[src/rtl/mv_seq_pkg.sv]
// ---------------------------------------------------------------------------
// mv_seq_pkg: shared state encoding, ramp steps and defaults for mv_cmd_seq.
// Revision: 1.0
// ---------------------------------------------------------------------------
`default_nettype none

package mv_seq_pkg;

  localparam logic [2:0] ST_IDLE   = 3'd0;
  localparam logic [2:0] ST_TURN   = 3'd1;
  localparam logic [2:0] ST_ACCEL  = 3'd2;
  localparam logic [2:0] ST_CRUISE = 3'd3;
  localparam logic [2:0] ST_DECEL  = 3'd4;
  localparam logic [2:0] ST_DONE   = 3'd5;

  localparam logic [9:0]  INC_NORM    = 10'h003;
  localparam logic [9:0]  INC_FAST    = 10'h020;
  localparam logic [9:0]  DEF_MAX_SPD = 10'h2A0;
  localparam logic [11:0] DEF_HDG_TOL = 12'h02C;

  // Two's-complement magnitude; 12'h800 maps to itself and so always exceeds any tolerance.
  function automatic logic [11:0] mag12(input logic [11:0] v);
    return v[11] ? (~v + 12'd1) : v;
  endfunction

endpackage

`default_nettype wire

[src/rtl/mv_cmd_seq_ir_edge_cnt.sv]
// ---------------------------------------------------------------------------
// ir_edge_cnt: synchronises the centre-line IR sensor and counts rising edges.
// Revision: 1.0
// ---------------------------------------------------------------------------
`default_nettype none

module ir_edge_cnt (
  input  logic       clk,
  input  logic       rst_n,
  input  logic       ir_async,
  input  logic       clr,
  output logic [4:0] xing
);

  // [0],[1] form the synchroniser; [2] holds the previous synchronised value.
  logic [2:0] sync;
  logic       rise;

  assign rise = sync[1] & ~sync[2];

  always_ff @(posedge clk or negedge rst_n) begin
    if (!rst_n) begin
      sync <= 3'b000;
      xing <= 5'd0;
    end else begin
      sync <= {sync[1:0], ir_async};
      if (clr)
        xing <= 5'd0;
      else if (rise)
        xing <= xing + 5'd1;
    end
  end

endmodule

`default_nettype wire

[src/rtl/mv_cmd_seq.sv]
// ---------------------------------------------------------------------------
// mv_cmd_seq: sequences one move (turn to heading, then travel N squares) for the PID.
// Revision: 1.0
// ---------------------------------------------------------------------------
`default_nettype none

module mv_cmd_seq
  import mv_seq_pkg::*;
#(
  parameter bit          FAST_SIM   = 1'b0,
  parameter logic [9:0]  MAX_SPD    = DEF_MAX_SPD,
  parameter logic [11:0] HDG_TOL    = DEF_HDG_TOL,
  parameter logic [2:0]  SETTLE_CNT = 3'd4
) (
  input  logic        clk,
  input  logic        rst_n,
  input  logic        cmd_go,
  input  logic [11:0] cmd_hdg,
  input  logic [3:0]  cmd_sqrs,
  output logic        cmd_rdy,
  input  logic [11:0] heading,
  input  logic        heading_rdy,
  input  logic        cntrIR,
  output logic        moving,
  output logic        err_vld,
  output logic [11:0] error,
  output logic [9:0]  frwrd,
  output logic        mv_done
);

  localparam logic [9:0] INC = FAST_SIM ? INC_FAST : INC_NORM;
  localparam logic [9:0] DEC = {INC[8:0], 1'b0};

  logic [2:0]  state;
  logic [11:0] des_hdg;
  logic [3:0]  sqrs;
  logic [2:0]  settle;
  logic [4:0]  xing;
  logic        go_ok;
  logic        at_target;
  logic        in_tol;
  logic [10:0] up_sum;
  logic        up_sat;

  assign go_ok     = cmd_go && (state == ST_IDLE);
  assign at_target = (xing == {sqrs, 1'b0});
  assign in_tol    = (mag12(error) <= HDG_TOL);
  assign up_sum    = {1'b0, frwrd} + {1'b0, INC};
  assign up_sat    = (up_sum >= {1'b0, MAX_SPD});

  assign cmd_rdy = (state == ST_IDLE);
  assign mv_done = (state == ST_DONE);
  assign moving  = (state == ST_TURN) || (state == ST_ACCEL) ||
                   (state == ST_CRUISE) || (state == ST_DECEL);

  ir_edge_cnt u_ir_edge_cnt (
    .clk      (clk),
    .rst_n    (rst_n),
    .ir_async (cntrIR),
    .clr      (go_ok),
    .xing     (xing)
  );

  always_ff @(posedge clk or negedge rst_n) begin
    if (!rst_n) begin
      error   <= 12'd0;
      err_vld <= 1'b0;
    end else begin
      err_vld <= heading_rdy & moving;
      if (heading_rdy)
        error <= heading - des_hdg;
    end
  end

  always_ff @(posedge clk or negedge rst_n) begin
    if (!rst_n) begin
      state   <= ST_IDLE;
      des_hdg <= 12'd0;
      sqrs    <= 4'd0;
      settle  <= 3'd0;
      frwrd   <= 10'd0;
    end else begin
      case (state)
        ST_IDLE: begin
          frwrd  <= 10'd0;
          settle <= 3'd0;
          if (cmd_go) begin
            des_hdg <= cmd_hdg;
            sqrs    <= cmd_sqrs;
            state   <= ST_TURN;
          end
        end
        ST_TURN: begin
          if (err_vld) begin
            if (!in_tol)
              settle <= 3'd0;
            else if (settle == SETTLE_CNT - 3'd1) begin
              settle <= 3'd0;
              state  <= (sqrs == 4'd0) ? ST_DONE : ST_ACCEL;
            end else
              settle <= settle + 3'd1;
          end
        end
        ST_ACCEL: begin
          if (heading_rdy)
            frwrd <= up_sat ? MAX_SPD : up_sum[9:0];
          // Reaching the square count wins over reaching cruise speed.
          if (at_target)
            state <= ST_DECEL;
          else if (heading_rdy && up_sat)
            state <= ST_CRUISE;
        end
        ST_CRUISE: begin
          if (at_target)
            state <= ST_DECEL;
        end
        ST_DECEL: begin
          // Leave in the same cycle frwrd lands on 0 so moving drops with it.
          if (frwrd == 10'd0)
            state <= ST_DONE;
          else if (heading_rdy) begin
            if (frwrd <= DEC) begin
              frwrd <= 10'd0;
              state <= ST_DONE;
            end else
              frwrd <= frwrd - DEC;
          end
        end
        ST_DONE: begin
          frwrd <= 10'd0;
          state <= ST_IDLE;
        end
        default: state <= ST_IDLE;
      endcase
    end
  end

endmodule

`default_nettype wire
[config.mk]
export PLATFORM = sky130hd
export DESIGN_NAME = mv_cmd_seq
export DESIGN_NICKNAME = d
export VERILOG_FILES = /design/src/rtl/mv_seq_pkg.sv /design/src/rtl/mv_cmd_seq_ir_edge_cnt.sv /design/src/rtl/mv_cmd_seq.sv
export SDC_FILE = /design/constraint.sdc
export NUM_CORES = 1
export LEC_CHECK = 0
export CAP_MARGIN = 20
export CORE_MARGIN = 2
export CORE_UTILIZATION = 55
export CTS_BUF_LIST = sky130_fd_sc_hd__clkbuf_4 sky130_fd_sc_hd__clkbuf_8
export CTS_CLUSTER_DIAMETER = 120
export DETAILED_ROUTE_END_ITERATION = 7
export PLACE_DENSITY = 0.81
export SETUP_SLACK_MARGIN = 0.4
export SLEW_MARGIN = 25
export SYNTH_ARGS = -nofsm -noshare
export SYNTH_HDL_FRONTEND = slang
export SYNTH_HIERARCHICAL = 1
export SYNTH_SLANG_ARGS = --single-unit
[constraint.sdc]
create_clock -name clk -period 3.58 [get_ports clk]
set_input_delay 0.537 -clock clk [delete_from_list [all_inputs] [get_ports clk]]
set_output_delay 0.537 -clock clk [all_outputs]
set_load 0.03 [all_outputs]
# [Word level (Yosys, flattened, before mapping)]
# Cells that the tools add are included.
# Widths: inputs -> output; s select.
[op_classes] addsub=6 magnitude_cmp=3 n_eq_ne=18 n_mux=25 n_bitwise=4 reduce_logical=16
[ops] op="$mux 10" count=5
[ops] op="$mux 3" count=14
[ops] op="$pmux 10 s3" count=1
[ops] op="$pmux 3 s5" count=1
[ops] op="$ne 2x2->1 const B" count=7
[ops] op="$add 12x1->12 const B" count=1
[ops] op="$le 12x6->1 const B" count=1
[ops] op="$mux 12" count=1
[ops] op="$not 12->12" count=1
[ops] op="$sub 12x12->12" count=1
[ops] op="$add 10x2->11 const B" count=1
[ops] op="$ge 11x10->1 const B" count=1
[ops] op="$le 10x3->1 const B" count=1
[ops] op="$logic_not 10->1" count=1
[ops] op="$mux 5" count=2
[ops] op="$sub 10x3->10 const B" count=1
[ops] op="$eq 3x2->1 const B" count=3
[ops] op="$reduce_and 8->1" count=1
[ops] op="$eq 3x3->1 const B" count=2
[ops] op="$ne 3x2->1 const B" count=2
[ops] op="$pmux 3 s2" count=1
[ops] op="$add 5x1->5 const B" count=1
[ops] op="$eq 5x5->1" count=1
[ops] op="$logic_not 4->1" count=1
[ops] op="other kinds (14)" count=20
[totals] ff_bits=53 inputBits=33 wordCells=81

# [Logic depth before layout (Yosys ltp)]
[logic_depth] word_depth=7 mapped_depth=10 depth_no_buf=10

# [By module]
# The synthesis kept the hierarchy.
[by_module_without_submodules] mod="mv_cmd_seq" instances=1 cells_each=382 area_each_um2=3337.0 seq_area_each_um2=1126.1
[by_module_without_submodules] mod="ir_edge_cnt" instances=1 cells_each=27 area_each_um2=325.3 seq_area_each_um2=200.2

# [Least setup slack after synthesis]
# Ideal clock, no wire load.
[synth_timing] path_type="register -> register" from="reg frwrd[1]" to="reg frwrd[2]" setup_ns=0.080 t_arrival_ns=2.671 required_ns=3.500 path_slack_ns=0.829 path_stages_with_launch=11 path_cell_list="dfrtp_1 inv_1 ha_1 a21oi_4 nor3_1 o311a_1 a311o_1 buf_6 or2_4 o32a_1 o22ai_2"
[synth_between] elab_chain_len=5 word_cells_on_any_way=13
[synth_lines] element="start, declared" line="mv_cmd_seq.sv:27" source="output logic [9:0] frwrd,"
[synth_lines] element="start signal, assigned" line="mv_cmd_seq.sv:106" source="frwrd <= up_sat ? MAX_SPD : up_sum[9:0];"
[synth_lines] element="start signal, assigned" line="mv_cmd_seq.sv:126" source="frwrd <= frwrd - DEC;"
[synth_lines] element="$add 10x2->11, or another cell as far along" line="mv_cmd_seq.sv:48" source="assign up_sum = {1'b0, frwrd} + {1'b0, INC};"
[synth_lines] element="$ge 11x10->1 / $mux 10 (equally long branches)" line="mv_cmd_seq.sv:49, mv_cmd_seq.sv:122"
[synth_lines] element="$mux 10, on equally long branches" line="mv_cmd_seq.sv:106, mv_cmd_seq.sv:121"
[synth_lines] element="$mux 10, on equally long branches" line="mv_cmd_seq.sv:105, mv_cmd_seq.sv:119"
[synth_lines] element="$pmux 10 s3" line="mv_cmd_seq.sv:83" source="case (state)"
# Parallel ways exist; a longest one is shown, timed or not. The select of a mux whose other input is x is not followed.
# A chain may end at the register's enable or synchronous reset.

# [Final worst setup path]
[layout_timing] from="reg frwrd[0]" to="reg frwrd[3]"
# Same word-level chain as after synthesis.

==> metrics.csv <==
stage;metric;value;unit
global_route;grt_pass1_wl;14900;microns
setup_path;crit_chain;inv_1 > ha_1 > nand3b_1 > o21ai_0 > o41ai_1 > a311o_1 > nor2_1 > a21o_1 > a221o_1;
route;vias_per_cell;6.13;
timing;rsz0062_at_grt;no;
power_and_ir_drop;p_leak;1.88;nW
setup_path;path_class;flop to flop;
clocking;clk_pin_slew;100;ps
setup_path;max_stage_delay;520;ps
timing;relSlewSlack;40.3;%
clocking;cts-htree-levels;2;
route;ant_nets;0;
global_route;grt_max_degree;40;
yosys;mappedNetlistArea;3660;sq um
timing;timing.hold.ws;345;ps
clocking;root_buffer;clkbuf_8;
setup_path;reg2reg_slack;630;ps
clocking;postCtsSetupBuffers;0;
power_and_ir_drop;p_per_area;806;nW/um^2
route;first_pass_iters;7;
placement;dp_slack;558;ps
timing;min_period;2950;ps
yosys;synthArstFlopShare;100;%
clocking;clk_latency;310;ps
yosys;synth_top_area_cell;dfrtp_1;
timing;timing.final.crit_share;82.3;%
route;wl_met1;3930;microns
route;routed-wl-met3;445;microns
power_and_ir_drop;switchingPower;1.61;mW
yosys;synth-main-ff-cell;dfrtp_1;
route;drt_wl_total;8520;microns
power_and_ir_drop;switching_share;45.4;%
global_route;antenna_found_initial;0;
cells_and_area;final_cell_mix;57 x clkdlybuf4s50_1, 53 x dfrtp_1, 34 x nand2_1;
global_route;grt-ovfl-total;0;
setup_path;crit_path_start;frwrd[0];
yosys;synthTopCellsByArea;dfrtp_1 36%, ha_1 6.5%, mux2_2 3.7%;
cells_and_area;final_common_cell;clkdlybuf4s50_1;
global_route;grt_pass1_vias;3226;
placement;io_buffers;58;
setup_path;required;3790;ps
yosys;yosys.area.top_type_share;36.2;%
die;ioPinCount;59;
yosys;synth-edff-count;0;
yosys;avgSynthCellArea;8.95;sq um
cells_and_area;insertedDiodeCount;0;
yosys;seq_area_frac_synth;36.2;%
yosys;ys_warn_count;6;
yosys;synth_seq_cells;53;
cells_and_area;final_cells;538;
clocking;cts_buffer_depth;2;
yosys;synthCells;409;
timing;skew;10.1;ps
placement;gp_congestion;0.889;
flow_run;max_cap_violations;0;
clocking;cts_tree;yes;
cells_and_area;drive_gt1_share;8.46;%
die;die_y;85.6;microns
run_status;status;finished, final reports clean;
setup_path;crit_fanout;9;
clocking;cts_resized;0;
placement;placed_cells;530;
timing;worst_slack;632;ps
setup_path;startpoint_type;flop;
placement;dpl.hpwl;6260;microns
setup_path;endpoint_kind;flop;
power_and_ir_drop;ir_drop;0.000419;V
die;dieArea;7330;sq um
setup_path;cp.arrival;3160;ps
cells_and_area;area_delta_synth_final;20.2;%
route;dr_wl_met2;4040;microns
setup_path;slowest_stage;a311o_1;
yosys;yosysUniqueCellTypes;72;
timing;setup_viol;0;
die;core_area;6390;sq um
route;drcViolationCount;0;
min_path;hold_class;input pin to asynchronous set/reset pin;
cells_and_area;final_nets;513;
clocking;cts.sink_count;53;
timing;fmax;0.339;GHz
route;top_layer;met4;
clocking;numCtsBuffers;5;
setup_path;r2r_cells;9;
power_and_ir_drop;p_comb_share;53.7;%
global_route;grt_usage;24.7;%
timing;finalHoldViolCount;0;
cells_and_area;fillers;516;
power_and_ir_drop;power.internal;1.94;mW
die;start_util;57.3;%
setup_path;rr_startpoint;frwrd[0];
route;wl_per_cell;15.8;microns
die;placementRows;29;
clocking;hold_buffers;0;
route;vias;3298;
timing;tightest_slew;895;ps
timing;fin_setup_tns;0;ps
power_and_ir_drop;p_seq_share;34.1;%
timing;finalMaxSlewViolations;0;
die;die_w;85.6;microns
route;first_iter_violations;222;
yosys;syn_nets;462;
power_and_ir_drop;clkPwrFrac;12.2;%
-- routing by layer --
metal  track usage (%)  vias up
met2              41.5      130
met4              7.07        0
li1                  -     1590
met5                 0        -
met3              3.66       11
met1              33.4     1567
-- power groups by stage --
stage / Combinational, mW / Sequential [mW] / Clock [mW]
detailed placement: 1.88 / 1.22 / 0
CTS: 1.89 / 1.21 / 0.444
global route: 2.10 / 1.26 / 0.464
global placement: 1.81 / 1.20 / 0
floorplan: 1.22 / 1.29 / 0
finish: 1.91 / 1.21 / 0.433
-- critical path, delay by kind of cell (launching register included) --
family	cells	cell delay, ps
simple gates	2	400
compound gates	5	1590
flops	1	470
fa+ha+maj	1	220
buf+inv	1	150
-- Yosys cell counts (3+ instances only) --
cell type  number
or3_1           8
nor2b_1        11
o21a_1          7
xor2_1          8
dfrtp_1        53
nor3_1         10
or2_2           3
inv_1          26
o21ai_0        25
and2_1          3
a21oi_1        24
o22ai_1         3
o211ai_1        3
ha_1           19
a211oi_1        3
o21ai_1         4
nor4_1          3
o32a_1          3
mux2i_1         3
or4_1           3
o31ai_1        11
nand3_1         8
mux2_2         12
and3_1          5
buf_2           3
xnor2_1         6
nand2b_1       11
nor2_1         27
nand2_1        34
nand3b_1        3
clkbuf_1       10
a31oi_1         4
-- registers in the layout (all words and copies together), names as in the netlist, 3 cells and up --
name and count:
des_hdg 12, error 12, frwrd 10, settle 3
sqrs 4, state 3, u_ir_edge_cnt/sync 3, u_ir_edge_cnt/xing 5
-- logic make-up after synthesis --
kind of cell             share of synthesized area, %
adder cells (fa/ha/maj)                          7.04
XOR/XNOR                                         3.35
multiplexers                                     4.51
AND/OR/NAND/NOR                                  20.6
flip-flops                                       36.2
AO/OA/AOI/OAI                                    23.1
buffers and inverters                            5.23
-- layout make-up --
type                            instances  area [sq um]  share of cell area, %
Clock buffer                            6          82.6                   1.88
Sequential cell                        53          1330                   30.1
Clock inverter                          2          37.5                  0.853
Timing Repair Buffer                   62           606                   13.8
Inverter                               28           105                   2.39
Tap cell                               77          96.3                   2.19
Multi-Input combinational cell        310          2150                   48.8
-- through the flow --
stage               util [%]  total power, mW  instance area, sq um
floorplan                  -             2.51                  3660
finish                  68.9             3.55                  4400
CTS                     68.9             3.54                  4400
global route            68.9             3.83                  4400
global placement        67.0             3.01                  4280
detailed placement      67.0             3.09                  4280
-- path summary, 6_finish.rpt --
check	endpoint
max	frwrd[3]
min	state[2]
max reg2reg	frwrd[3]
min reg2reg	u_ir_edge_cnt/sync[1]
max in group asynchronous	des_hdg[10]
min in group clk	u_ir_edge_cnt/sync[1]
Note: power is estimated with default switching activity, not from simulation.
